## config.mk

```make
export PLATFORM = sky130hd
export DESIGN_NAME = intersection_sched
export DESIGN_NICKNAME = d
export VERILOG_FILES = /design/src/rtl/traffic_pkg.sv /design/src/rtl/phase_timer.sv /design/src/rtl/intersection_sched.sv
export SDC_FILE = /design/constraint.sdc
export NUM_CORES = 1
export LEC_CHECK = 0
export CORE_MARGIN = 4
export CORE_UTILIZATION = 50
export CTS_BUF_LIST = sky130_fd_sc_hd__clkbuf_8
export DETAILED_ROUTE_END_ITERATION = 10
export PLACE_DENSITY = 0.81
export RECOVER_POWER = 25
export SYNTH_ARGS = -nofsm -noshare
export SYNTH_HDL_FRONTEND = slang
export SYNTH_SLANG_ARGS = --single-unit
```

## constraint.sdc

```tcl
create_clock -name clk -period 2.3 [get_ports clk]
set_input_delay 0.23 -clock clk [delete_from_list [all_inputs] [get_ports clk]]
set_output_delay 0.23 -clock clk [all_outputs]
set_load 0.01 [all_outputs]
```

## src/rtl/traffic_pkg.sv

```systemverilog
// Shared lamp encodings, FSM state codes and sequencing helpers for the
// intersection scheduler.
package traffic_pkg;

    localparam int TL_W = 5;

    typedef enum logic [1:0] {
        LAMP_RED    = 2'b00,
        LAMP_YELLOW = 2'b01,
        LAMP_GREEN  = 2'b10,
        LAMP_UNDEF  = 2'b11
    } lamp_t;

    // Code 7 is deliberately unnamed; the FSM treats it as corrupt state.
    typedef enum logic [2:0] {
        ST_ALL_RED   = 3'd0,
        ST_NS_GREEN  = 3'd1,
        ST_NS_YELLOW = 3'd2,
        ST_NS_CLEAR  = 3'd3,
        ST_EW_GREEN  = 3'd4,
        ST_EW_YELLOW = 3'd5,
        ST_EW_CLEAR  = 3'd6
    } state_t;

    function automatic state_t next_phase(input state_t s);
        case (s)
            ST_ALL_RED:   return ST_NS_GREEN;
            ST_NS_GREEN:  return ST_NS_YELLOW;
            ST_NS_YELLOW: return ST_NS_CLEAR;
            ST_NS_CLEAR:  return ST_EW_GREEN;
            ST_EW_GREEN:  return ST_EW_YELLOW;
            ST_EW_YELLOW: return ST_EW_CLEAR;
            ST_EW_CLEAR:  return ST_NS_GREEN;
            default:      return ST_ALL_RED;
        endcase
    endfunction

    function automatic logic is_green(input state_t s);
        return (s == ST_NS_GREEN) || (s == ST_EW_GREEN);
    endfunction

    function automatic logic is_clear(input state_t s);
        return (s == ST_NS_CLEAR) || (s == ST_EW_CLEAR);
    endfunction

endpackage

```

## src/rtl/phase_timer.sv

```systemverilog
// Phase down-counter: load has priority, then the pedestrian cap, then a
// tick decrement. Exposes ==1 and ==0 detects for the sequencer.
import traffic_pkg::*;

module phase_timer #(
    parameter int              W       = TL_W,
    parameter logic [W-1:0]    RST_VAL = '0
) (
    input  logic         clk,
    input  logic         rst_n,
    input  logic         i_load,
    input  logic [W-1:0] i_load_val,
    input  logic         i_cap_en,
    input  logic [W-1:0] i_cap_val,
    input  logic         i_dec,
    output logic [W-1:0] o_count,
    output logic         o_is_one,
    output logic         o_is_zero
);

    logic [W-1:0] r_count;

    // NOTE: sequential state uses non-blocking (<=) so every register samples
    // pre-edge values; blocking here would create ordering-dependent races.
    always_ff @(posedge clk or negedge rst_n) begin
        if (!rst_n) begin
            r_count <= RST_VAL;
        end else if (i_load) begin
            r_count <= i_load_val;
        end else if (i_cap_en && (r_count > i_cap_val)) begin
            r_count <= i_cap_val;
        end else if (i_dec && (r_count != '0)) begin
            r_count <= r_count - 1'b1;
        end
    end

    assign o_count   = r_count;
    assign o_is_one  = (r_count == W'(1));
    assign o_is_zero = (r_count == '0);

endmodule

```

## src/rtl/intersection_sched.sv

```systemverilog
// Two-way intersection sequencer: fixed NS/EW cycle with peak-dependent
// green lengths, pedestrian green cut and walk during all-red clearance.
import traffic_pkg::*;

module intersection_sched #(
    parameter int GREEN_T     = 16,
    parameter int PEAK_MAIN_T = 24,
    parameter int PEAK_SIDE_T = 8,
    parameter int YELLOW_T    = 5,
    parameter int CLEAR_T     = 2,
    parameter int PED_CUT_T   = 5
) (
    input  logic            clk,
    input  logic            rst_n,
    input  logic            tick,
    input  logic            enb,
    input  logic            peak,
    input  logic            ped_req,
    output logic [1:0]      light_ns,
    output logic [1:0]      light_ew,
    output logic [TL_W-1:0] time_left,
    output logic [2:0]      phase,
    output logic            phase_done,
    output logic            ped_walk
);

    localparam logic [TL_W-1:0] CLEAR_V = TL_W'(CLEAR_T);
    localparam logic [TL_W-1:0] CUT_V   = TL_W'(PED_CUT_T);

    state_t          r_state;
    logic            r_done;
    logic            r_walk;
    logic            r_pend;

    state_t          w_state_next;
    logic            w_load;
    logic [TL_W-1:0] w_load_val;
    logic            w_cap_en;
    logic            w_dec;
    logic            w_done_next;
    logic            w_walk_next;
    logic            w_pend_next;
    logic            w_pend_eff;
    logic [TL_W-1:0] w_tl;
    logic            w_one;
    logic            w_zero;

    // Green lengths read peak only here, i.e. at the moment of load.
    function automatic logic [TL_W-1:0] phase_dur(input state_t s, input logic pk);
        case (s)
            ST_NS_GREEN:               return pk ? TL_W'(PEAK_MAIN_T) : TL_W'(GREEN_T);
            ST_EW_GREEN:               return pk ? TL_W'(PEAK_SIDE_T) : TL_W'(GREEN_T);
            ST_NS_YELLOW, ST_EW_YELLOW: return TL_W'(YELLOW_T);
            default:                   return CLEAR_V;
        endcase
    endfunction

    // NOTE: every always_comb output gets a default first so no path leaves
    // a signal unassigned, which would otherwise infer a latch.
    always_comb begin
        w_pend_eff   = r_pend | ped_req;
        w_state_next = r_state;
        w_load       = 1'b0;
        w_load_val   = CLEAR_V;
        w_cap_en     = 1'b0;
        w_dec        = 1'b0;
        w_done_next  = 1'b0;
        w_walk_next  = r_walk;
        w_pend_next  = w_pend_eff;

        if (!enb || (r_state > ST_EW_CLEAR)) begin
            w_state_next = ST_ALL_RED;
            w_load       = 1'b1;
            w_walk_next  = 1'b0;
        end else if (tick && w_zero) begin
            w_state_next = ST_ALL_RED;
            w_load       = 1'b1;
            w_done_next  = 1'b1;
            w_walk_next  = 1'b0;
        end else if (tick && w_one) begin
            w_state_next = next_phase(r_state);
            w_load       = 1'b1;
            w_load_val   = phase_dur(w_state_next, peak);
            w_done_next  = 1'b1;
            w_walk_next  = is_clear(w_state_next) && w_pend_eff;
            if (is_clear(r_state) && r_walk) begin
                w_pend_next = ped_req;
            end
        end else begin
            w_cap_en = is_green(r_state) && w_pend_eff;
            w_dec    = tick;
        end
    end

    // NOTE: only control state is reset; there is no memory array here, and
    // asynchronous reset makes the lamps go red without waiting for a clock.
    always_ff @(posedge clk or negedge rst_n) begin
        if (!rst_n) begin
            r_state <= ST_ALL_RED;
            r_done  <= 1'b0;
            r_walk  <= 1'b0;
            r_pend  <= 1'b0;
        end else begin
            r_state <= w_state_next;
            r_done  <= w_done_next;
            r_walk  <= w_walk_next;
            r_pend  <= w_pend_next;
        end
    end

    phase_timer #(
        .W       (TL_W),
        .RST_VAL (CLEAR_V)
    ) u_timer (
        .clk        (clk),
        .rst_n      (rst_n),
        .i_load     (w_load),
        .i_load_val (w_load_val),
        .i_cap_en   (w_cap_en),
        .i_cap_val  (CUT_V),
        .i_dec      (w_dec),
        .o_count    (w_tl),
        .o_is_one   (w_one),
        .o_is_zero  (w_zero)
    );

    assign light_ns   = (r_state == ST_NS_GREEN)  ? LAMP_GREEN  :
                        (r_state == ST_NS_YELLOW) ? LAMP_YELLOW : LAMP_RED;
    assign light_ew   = (r_state == ST_EW_GREEN)  ? LAMP_GREEN  :
                        (r_state == ST_EW_YELLOW) ? LAMP_YELLOW : LAMP_RED;
    assign time_left  = w_tl;
    assign phase      = r_state;
    assign phase_done = r_done;
    assign ped_walk   = r_walk;

endmodule

```

* Word-level counts from Yosys, hierarchy flattened *
Cells that the tools add are included.

storage, ports and cells
  register bits = 11
  input port bits = 6
  output and inout bits = 14
  logic and storage cells = 78

cells by class
  add/subtract/negate cells = 1
  magnitude comparators = 2
  equal/unequal tests = 13
  mux-type cells = 37
  bitwise operators = 1
  reduce and logical (&&, ||, !) cells = 19

operators with widths
  cell                   number
  $mux W5                7
  $mux W1                19
  $eq A3 B3 Y1 const B   6
  $mux W3                6
  $pmux W3 S6            1
  $pmux W5 S3            1
  $eq A3 B2 Y1 const B   4
  $logic_and A1 B1 Y1    7
  $eq A3 B1 Y1 const B   2
  $reduce_bool A3 Y1     2
  $eq A5 B1 Y1 const B   1
  $gt A5 B3 Y1 const B   1
  $logic_not A5 Y1       1
  $reduce_bool A5 Y1     1
  $sub A5 B1 Y5 const B  1
  $logic_or A1 B1 Y1     4
  $mux W2                2
  $mux W4                1
  $reduce_or A2 Y1       2
  $gt A3 B3 Y1 const B   1
  $logic_not A3 Y1       1
  $logic_not A1 Y1       1
  $or A1 B1 Y1           1

* Depth between registers and ports, before layout *
Gate-level depths: netlist (run 1).

  depth after elaboration = 13
  mapped depth = 7

* Hierarchy *
A second synthesis (run 1) with hierarchy kept.

second synthesis, totals
  cell total of the unflattened synthesis = 116
  area total of the unflattened synthesis = 997.2 µm²

modules (own cells, without submodules)
  module              instances  cells each  area each (µm²)  sequential area each (µm²)
  phase_timer         1          65          531.8            126.4
  intersection_sched  1          51          465.4            150.1

* Least setup slack after synthesis (run 1) *
Ideal clock, no wire load.

  path type = register to register
  from = register u_timer.r_count[2], in the netlist u_timer.o_count[2]
  to = register u_timer.r_count[1], in the netlist u_timer.o_count[1]
  arrival time = 1,783 ps
  data required time = 2,205 ps
  slack = 422 ps
  cell stages (with the launch flop) = 6
  path buffers = 0
  clock period less this slack = 1,878 ps
  path through = dfrtp_1 or4b_4 o211ai_4 a21oi_4 a2111oi_2 a21oi_1

between the ends
  longest elaborated chain between the ends = 8
  elaborated cells between the ends (all ways) = 23
  classes of those cells = order compare (1); eq/ne (1); mux (14); reduce/logical (7)

ends and longest elaborated chain
  item                    RTL line                  text
  from (decl)             phase_timer.sv:21         logic [W-1:0] r_count;
  from (signal assigned)  phase_timer.sv:29         r_count <= i_load_val;
  from (signal assigned)  phase_timer.sv:31         r_count <= i_cap_val;
  from (signal assigned)  phase_timer.sv:33         r_count <= r_count - 1'b1;
  $eq A5 B1 Y1            phase_timer.sv:38         assign o_is_one = (r_count == W'(1));
  $logic_and A1 B1 Y1     intersection_sched.sv:80  end else if (tick && w_one) begin
  $mux W1                 intersection_sched.sv:80
  $mux W1                 intersection_sched.sv:75  end else if (tick && w_zero) begin
  $mux W1                 intersection_sched.sv:71  if (!enb || (r_state > ST_EW_CLEAR)) begin
  $logic_and A1 B1 Y1     phase_timer.sv:30         end else if (i_cap_en && (r_count > i_cap_val)) begin
  $mux W5                 phase_timer.sv:30
  $mux W5                 phase_timer.sv:28         end else if (i_load) begin

Parallel ways exist; a longest one is shown, timed or not.
A chain may end at the register's enable or synchronous reset.

* Final worst setup path (run 1) *
  from = register r_state[1], in the netlist phase[1]
  to = output light_ns[0]

between the ends
  longest elaborated chain between the ends = 3
  elaborated cells between the ends (all ways) = 4
  classes of those cells = eq/ne (2); mux (2)

ends and longest elaborated chain
  item                    RTL line                   text
  from (decl)             intersection_sched.sv:30   state_t r_state;
  from (signal assigned)  intersection_sched.sv:104  r_state <= w_state_next;
  $eq A3 B2 Y1            intersection_sched.sv:128  (r_state == ST_NS_YELLOW) ? LAMP_YELLOW : LAMP_RED;
  $mux W1                 intersection_sched.sv:128
  $mux W2 *               intersection_sched.sv:127  assign light_ns = (r_state == ST_NS_GREEN) ? LAMP_GREEN :
  to (decl)               intersection_sched.sv:19   output logic [1:0] light_ns,

Every way passes the cells marked *; elsewhere a longest branch is shown, timed or not.

==> impl_metrics.py, run 1 <==
metrics = {
    "finish": {
        "n_antenna_cell": 0,
        "design_area_um2": 1064,
        "final_cells": 128,
        "area_growth_syn_to_layout_pct": 31.58,
        "drive_gt1_frac": 0.1429,
        "postLayoutCoreUtil": 0.6979,
        "finalNetCount": 121,
    },
    "clock_network": {
        "cts-hold-fix-buffers": 0,
        "h-tree-depth": 1,
        "clockBufferDepth": 2,
        "cts_setup_buffers": 0,
        "clkLatencyLatePin_ns": 0.24,
        "cts_tree": "done",
        "cts_buffers": 3,
        "ctsResizeCount": 0,
        "cts_root_buffer": "clkbuf_8",
        "path_clk_slew_ns": 0.05,
        "cts.sinks": 11,
    },
    "synthesis": {
        "syn-num-nets": 98,
        "yosys.area_share.simple": 0.2167,
        "synth_top_cell_by_area": "dfrtp_1",
        "syn_inst": 90,
        "synthMuxAreaShare": 0.02632,
        "synth_flop_cell": "dfrtp_1",
        "seq_area_frac_synth": 0.3421,
        "synth_compound_area_frac": 0.2879,
        "yosys.area_share.adder": 0.03096,
        "synthArstFlopShare": 1.000,
        "synth_top_cell_area_share": 0.3096,
        "synth_cell_types": 39,
        "synth_warnings": 0,
        "synth_xor_area_frac": 0.02167,
        "synth_edf_count": 0,
        "synth.area.top_cells": "dfrtp_1 (31%), inv_1 (4.6%), nand2_1 (4.2%)",
        "synth_top_family_by_area": "compound AO/OA/AOI/OAI gates",
        "synth_seq_cells": 11,
        "synth.avg_cell_area_um2": 8.981,
        "synth_area_um2": 808.3,
    },
    "sta": {
        "grt_setup_unrepaired": "false",
        "max_freq_mhz": 464.0,
        "holdWs_ns": 0.4027,
        "setup_viol_count_final": 0,
        "relSlewSlack": 0.6570,
        "finalMaxSlewViolations": 0,
        "skew_ns": 0.001494,
        "timing.final.hold_violations": 0,
        "worst_pin_slew_ns": 0.5128,
        "setup_ws_ns": 0.1450,
        "period_minus_slack_ns": 2.155,
        "tns_ns": 0,
        "finalCritPeriodShare": 0.9369,
    },
    "critical_path": {
        "cp_data_required_time_ns": 2.07,
        "reg2regPathDepth": 7,
        "crit_start": "phase[1]",
        "cp.arrival_ns": 1.92,
        "crit_fanout": 9,
        "critPathLaunchType": "flop",
        "r2r-start": "u_timer.o_count[1]",
        "critical_path.endpoint": "light_ns[0]",
        "cp-end-kind": "output port",
        "r2r_slack_ns": 0.31,
        "critPathKind": "reg -> out",
        "r2r-end": "u_timer.o_count[2]",
    },
    "place": {
        "placed_cell_area_um2": 1018,
        "portBuffers": 19,
        "post-place-ws_ns": 0.2009,
        "dp_hpwl_mm": 1.515,
        "dpl.cell_count": 124,
        "gp_congestion": 0.9517,
    },
    "drt": {
        "drc": 0,
        "vias": 741,
        "dr_wl_met3_um": 71,
        "ant_nets": 0,
        "first_pass_iters": 4,
        "wirelength_met1_um": 959,
        "route.met2.wl_um": 925,
        "drt_wl_total_mm": 1.973,
        "drt_iter0_drc": 18,
        "avgRoutedWirePerCell_um": 15.41,
        "via_per_inst": 5.789,
        "highest_layer": "met4",
    },
    "floorplanning": {
        "fp.dieH_um": 48.21,
        "std_cell_rows": 14,
        "fp.dieW_um": 48.21,
        "core_area_um2": 1524,
        "die-area_um2": 2324,
        "initial_core_util": 0.5304,
        "ios": 20,
    },
    "power_and_ir_drop": {
        "p_leak_nw": 0.4445,
        "powerDensity_nw_per_um2": 745.6,
        "vdd_drop_max_uv": 401.2,
        "design_power_total_uw": 792.9,
    },
    "global_routing": {
        "grt_usage": 0.1895,
        "grt_pass1_vias": 700,
        "grt.overflow.total": 0,
        "antenna_found_initial": 0,
        "grt_pass1_wl_mm": 3.146,
        "grt_max_degree": 14,
    },
    "outcome": {
        "status": "finished, final reports clean",
    },
    "worst_hold_path": {
        "hold_class": "in -> async",
    },
    "job": {
        "cap_violations": 0,
    },
}
-- cell type report --
cell class / instances / area [µm²]
clock buffer: 3 / 41.29
clock inverter: 1 / 3.754
fill: 116 / 460.4
inverter: 10 / 37.54
multi-input combinational: 65 / 471.7
sequential: 11 / 276.5
tap: 16 / 20.02
timing repair buffer: 22 / 212.7
-- logic make-up after synthesis --
| group | count (synthesis) |
|---|---|
| AO/OA/AOI/OAI | 27 |
| XOR/XNOR | 2 |
| adder cells (fa/ha/maj) | 2 |
| buffers and inverters | 14 |
| flip-flops | 11 |
| multiplexers | 2 |
| AND/OR/NAND/NOR | 32 |
-- layout by cell type (no fill, tap or decap), drive strengths merged, types with 2 or more instances in the layout --
master,count
inv,11
o22ai,5
nor2,8
o21ai,6
ha,2
xor2,2
or3,2
nand2,9
and3,2
buf,3
o211ai,2
a21oi,5
clkbuf,3
dfrtp,10
clkdlybuf4s50,18
nand3,2
-- state kept, by name, summed over array words and instances (netlist names) --
signal           flops
u_timer.o_count      5
r_pend               1
ped_walk             1
phase                3
phase_done           1
-- power breakdown --
group	internal [mW]	switching, mW	total (mW)
Sequential	0.222	0.0399	0.262
Combinational	0.165	0.172	0.336
Clock	0.118	0.0767	0.194
-- synthesized netlist by cell type, drive strengths merged (2+ instances only) --
master and count:
a21oi 5, and3 2, buf 2, clkbuf 2
dfrtp 10, ha 2, inv 10, nand2 9
nand3 2, nor2 8, o211ai 2, o21ai 6
o22ai 5, or3 2, xor2 2
-- metal layers --
layer | GRT usage | up-vias
li1 | - | 369
met1 | 0.2628 | 353
met2 | 0.3177 | 17
met3 | 0.02214 | 2
met4 | 0.03226 | 0
met5 | 0 | -
-- worst min-delay path by stage --
stage                      start    endpoint  slack, ns  depth (start not counted)
after global placement    r_pend      r_pend       0.49                          2
after CTS                  rst_n  phase_done       0.36                          1
after floorplan            rst_n    ped_walk      -0.07                          0
after global routing       rst_n  phase_done       0.45                          1
final                      rst_n  phase_done       0.40                          1
after detailed placement  r_pend      r_pend       0.50                          2
-- worst max-delay path, cell delays in order, from the launching register on --
cell	delay, ns
dfrtp_1	0.50
inv_1	0.18
or3_1	0.39
inv_1	0.08
clkdlybuf4s50_1	0.53
(Power assumes the default switching activity.)
==> run 2: changes to the inputs <==
--- a/config.mk
+++ b/config.mk
@@ -6,10 +6,10 @@
 export NUM_CORES = 1
 export LEC_CHECK = 0
 export CORE_MARGIN = 4
-export CORE_UTILIZATION = 50
+export CORE_UTILIZATION = 30
 export CTS_BUF_LIST = sky130_fd_sc_hd__clkbuf_8
 export DETAILED_ROUTE_END_ITERATION = 10
-export PLACE_DENSITY = 0.81
+export DONT_BUFFER_PORTS = 1
 export RECOVER_POWER = 25
 export SYNTH_ARGS = -nofsm -noshare
 export SYNTH_HDL_FRONTEND = slang
==> run 2 against run 1 <==
Net effect: total power fell by 6.3%; highest routed layer unchanged; critical path depth rose by 1; clock power is 6% higher; critical endpoint is now u_timer.o_count[1]; largest power group is now registers; via count decreased by 7.6%; sequential share of layout area grew 4.4 points; cell count fell by 2.3%; utilization fell by 34 points; flip-flop and latch count stayed put; count of clock-buffer cells in the layout did not move; die area grew 54%; global-route usage down 6.9 points; non-clock buffer count decreased by 17.
==> impl_metrics.py, run 2 (same netlist as run 1, synthesis figures left out) <==
metrics = {
    "outcome": {
        "status": "finished, final reports clean",
    },
    "global_routing": {
        "grt_usage": 0.1201,
        "grt.overflow.total": 0,
        "grt_max_degree": 12,
        "grt_use_met2": 0.1960,
        "globalRouteMet1Util": 0.1369,
        "grt_pass1_wl_mm": 3.243,
        "grt_use_met3": 0.04536,
        "grt_busiest_layer": "met2",
        "antenna_found_initial": 0,
        "grt_pass1_vias": 679,
    },
    "floorplanning": {
        "fp.dieH_um": 59.91,
        "std_cell_rows": 18,
        "core_area_um2": 2522,
        "fp.dieW_um": 59.91,
        "initial_core_util": 0.3204,
        "die-area_um2": 3589,
        "ios": 20,
    },
    "sta": {
        "timing.final.hold_violations": 0,
        "worst_pin_slew_ns": 0.5381,
        "skew_ns": 0.0009047,
        "grt_setup_unrepaired": "false",
        "period_minus_slack_ns": 2.042,
        "max_freq_mhz": 489.7,
        "tns_ns": 0,
        "setup_viol_count_final": 0,
        "relSlewSlack": 0.6406,
        "finalMaxSlewViolations": 0,
        "finalCritPeriodShare": 0.8879,
    },
    "clock_network": {
        "ctsResizeCount": 0,
        "cts.sinks": 11,
        "h-tree-depth": 1,
        "cts_setup_buffers": 0,
        "path_clk_slew_ns": 0.06,
        "clkLatencyLatePin_ns": 0.25,
        "cts_tree": "done",
        "cts_root_buffer": "clkbuf_8",
        "cts_buffers": 3,
        "clockBufferDepth": 2,
    },
    "finish": {
        "final_cell_mix": "inv_1 (11), dfrtp_1 (10), nand2_1 (9)",
        "area_growth_syn_to_layout_pct": 12.38,
        "drive_gt1_frac": 0.1789,
        "finalNetCount": 104,
        "largest_reg_flops": 5,
        "n_antenna_cell": 0,
        "design_area_um2": 908.4,
        "final_common_cell": "inv_1",
    },
    "critical_path": {
        "cpMaxStageDelayCell": "or4b_4",
        "reg2regPathDepth": 5,
        "crit_family": "compound AO/OA/AOI/OAI gates",
        "critPathLaunchType": "flop",
        "r2r_slack_ns": 0.26,
        "critPathKind": "reg -> reg",
        "crit_fanout": 8,
        "cp_cell_sequence": "or4b_4 > o211ai_4 > a21oi_4 > a2111oi_2 > a21oi_1",
        "crit_cells": 5,
        "cp.arrival_ns": 2.20,
        "cp_num_buf_inv": 0,
        "cp-end-kind": "flop",
        "slowest_delay_ns": 0.60,
        "cp_data_required_time_ns": 2.46,
    },
    "worst_hold_path": {
        "hold_class": "in -> reg",
        "worstHoldPathCells": 1,
    },
    "drt": {
        "drc": 0,
        "drt_wl_total_mm": 1.987,
        "ant_nets": 0,
        "avgRoutedWirePerCell_um": 15.90,
        "via_per_inst": 5.480,
        "drt_iter0_drc": 36,
        "vias": 685,
        "first_pass_iters": 4,
    },
    "place": {
        "dp_hpwl_mm": 1.488,
        "gp_congestion": 0.8333,
        "portBuffers": 0,
        "placed_cell_area_um2": 853.3,
    },
    "power_and_ir_drop": {
        "vdd_drop_max_uv": 386.9,
        "p_leak_nw": 0.3864,
        "powerDensity_nw_per_um2": 817.5,
    },
    "job": {
        "cap_violations": 0,
    },
}
run 2: cell count changes in the layout (fill, tap and decap cells not counted), sizes merged:
cell,delta
clkdlybuf4s50,-18
buf,+1
run 2: what timing repair did:
item                       4_1_cts  5_1_grt
hold endpoints to repair        11        0
setup endpoints to repair        0        0
hold buffers                     1        0
run 2: stage by stage:
stage	power, mW	utilization	worst slack, ns	instances	hold WS, ns
floorplan	0.4815	-	0.4219	90	-0.06559
global placement	0.5300	0.3383	0.2827	120	-0.06535
detailed placement	0.5338	0.3383	0.2666	120	-0.06529
CTS	0.7402	0.3601	0.2591	125	0.09147
global route	0.7801	0.3601	0.1433	125	0.09876
finish	0.7426	0.3601	0.2577	125	0.08963
run 2: power breakdown:
part | internal [mW] | switching (mW) | leakage [nW]
sequential | 0.223 | 0.0509 | 0.142
clock | 0.118 | 0.0866 | 0.0269
combinational | 0.112 | 0.153 | 0.217
run 2: metal layers:
metal | routed length [µm] | vias to the layer above
met1 | 862 | 318
met2 | 967 | 24
met5 | 0 | -
met3 | 127 | 3
met4 | 30 | 0
li1 | - | 340
run 2: final cells by class:
class | count | area, µm²
clock buffers | 3 | 41.29
clock inverters | 1 | 3.754
fillers | 266 | 1614
inverters | 10 | 37.54
multi-input cells | 65 | 471.7
flip-flops and latches | 11 | 276.5
well taps | 30 | 37.54
repair buffers | 5 | 40.04
run 2: final timing paths:
| path | start | endpoint |
|---|---|---|
| min in group asynchronous | rst_n | phase[1] |
| max in group asynchronous | rst_n | u_timer.o_count[1] |
| setup reg to reg | u_timer.o_count[2] | u_timer.o_count[1] |
| hold / removal | ped_req | r_pend |
| hold reg to reg | r_pend | r_pend |
| setup / recovery | u_timer.o_count[2] | u_timer.o_count[1] |
==> run 3: changes to the inputs <==
--- a/config.mk
+++ b/config.mk
@@ -8,6 +8,7 @@
 export CORE_MARGIN = 4
 export CORE_UTILIZATION = 30
 export CTS_BUF_LIST = sky130_fd_sc_hd__clkbuf_8
+export CTS_CLUSTER_DIAMETER = 30
 export DETAILED_ROUTE_END_ITERATION = 10
 export DONT_BUFFER_PORTS = 1
 export RECOVER_POWER = 25
==> results of run 3 <==
Same layout as run 2: the final DEF is identical, and so are final timing and power.
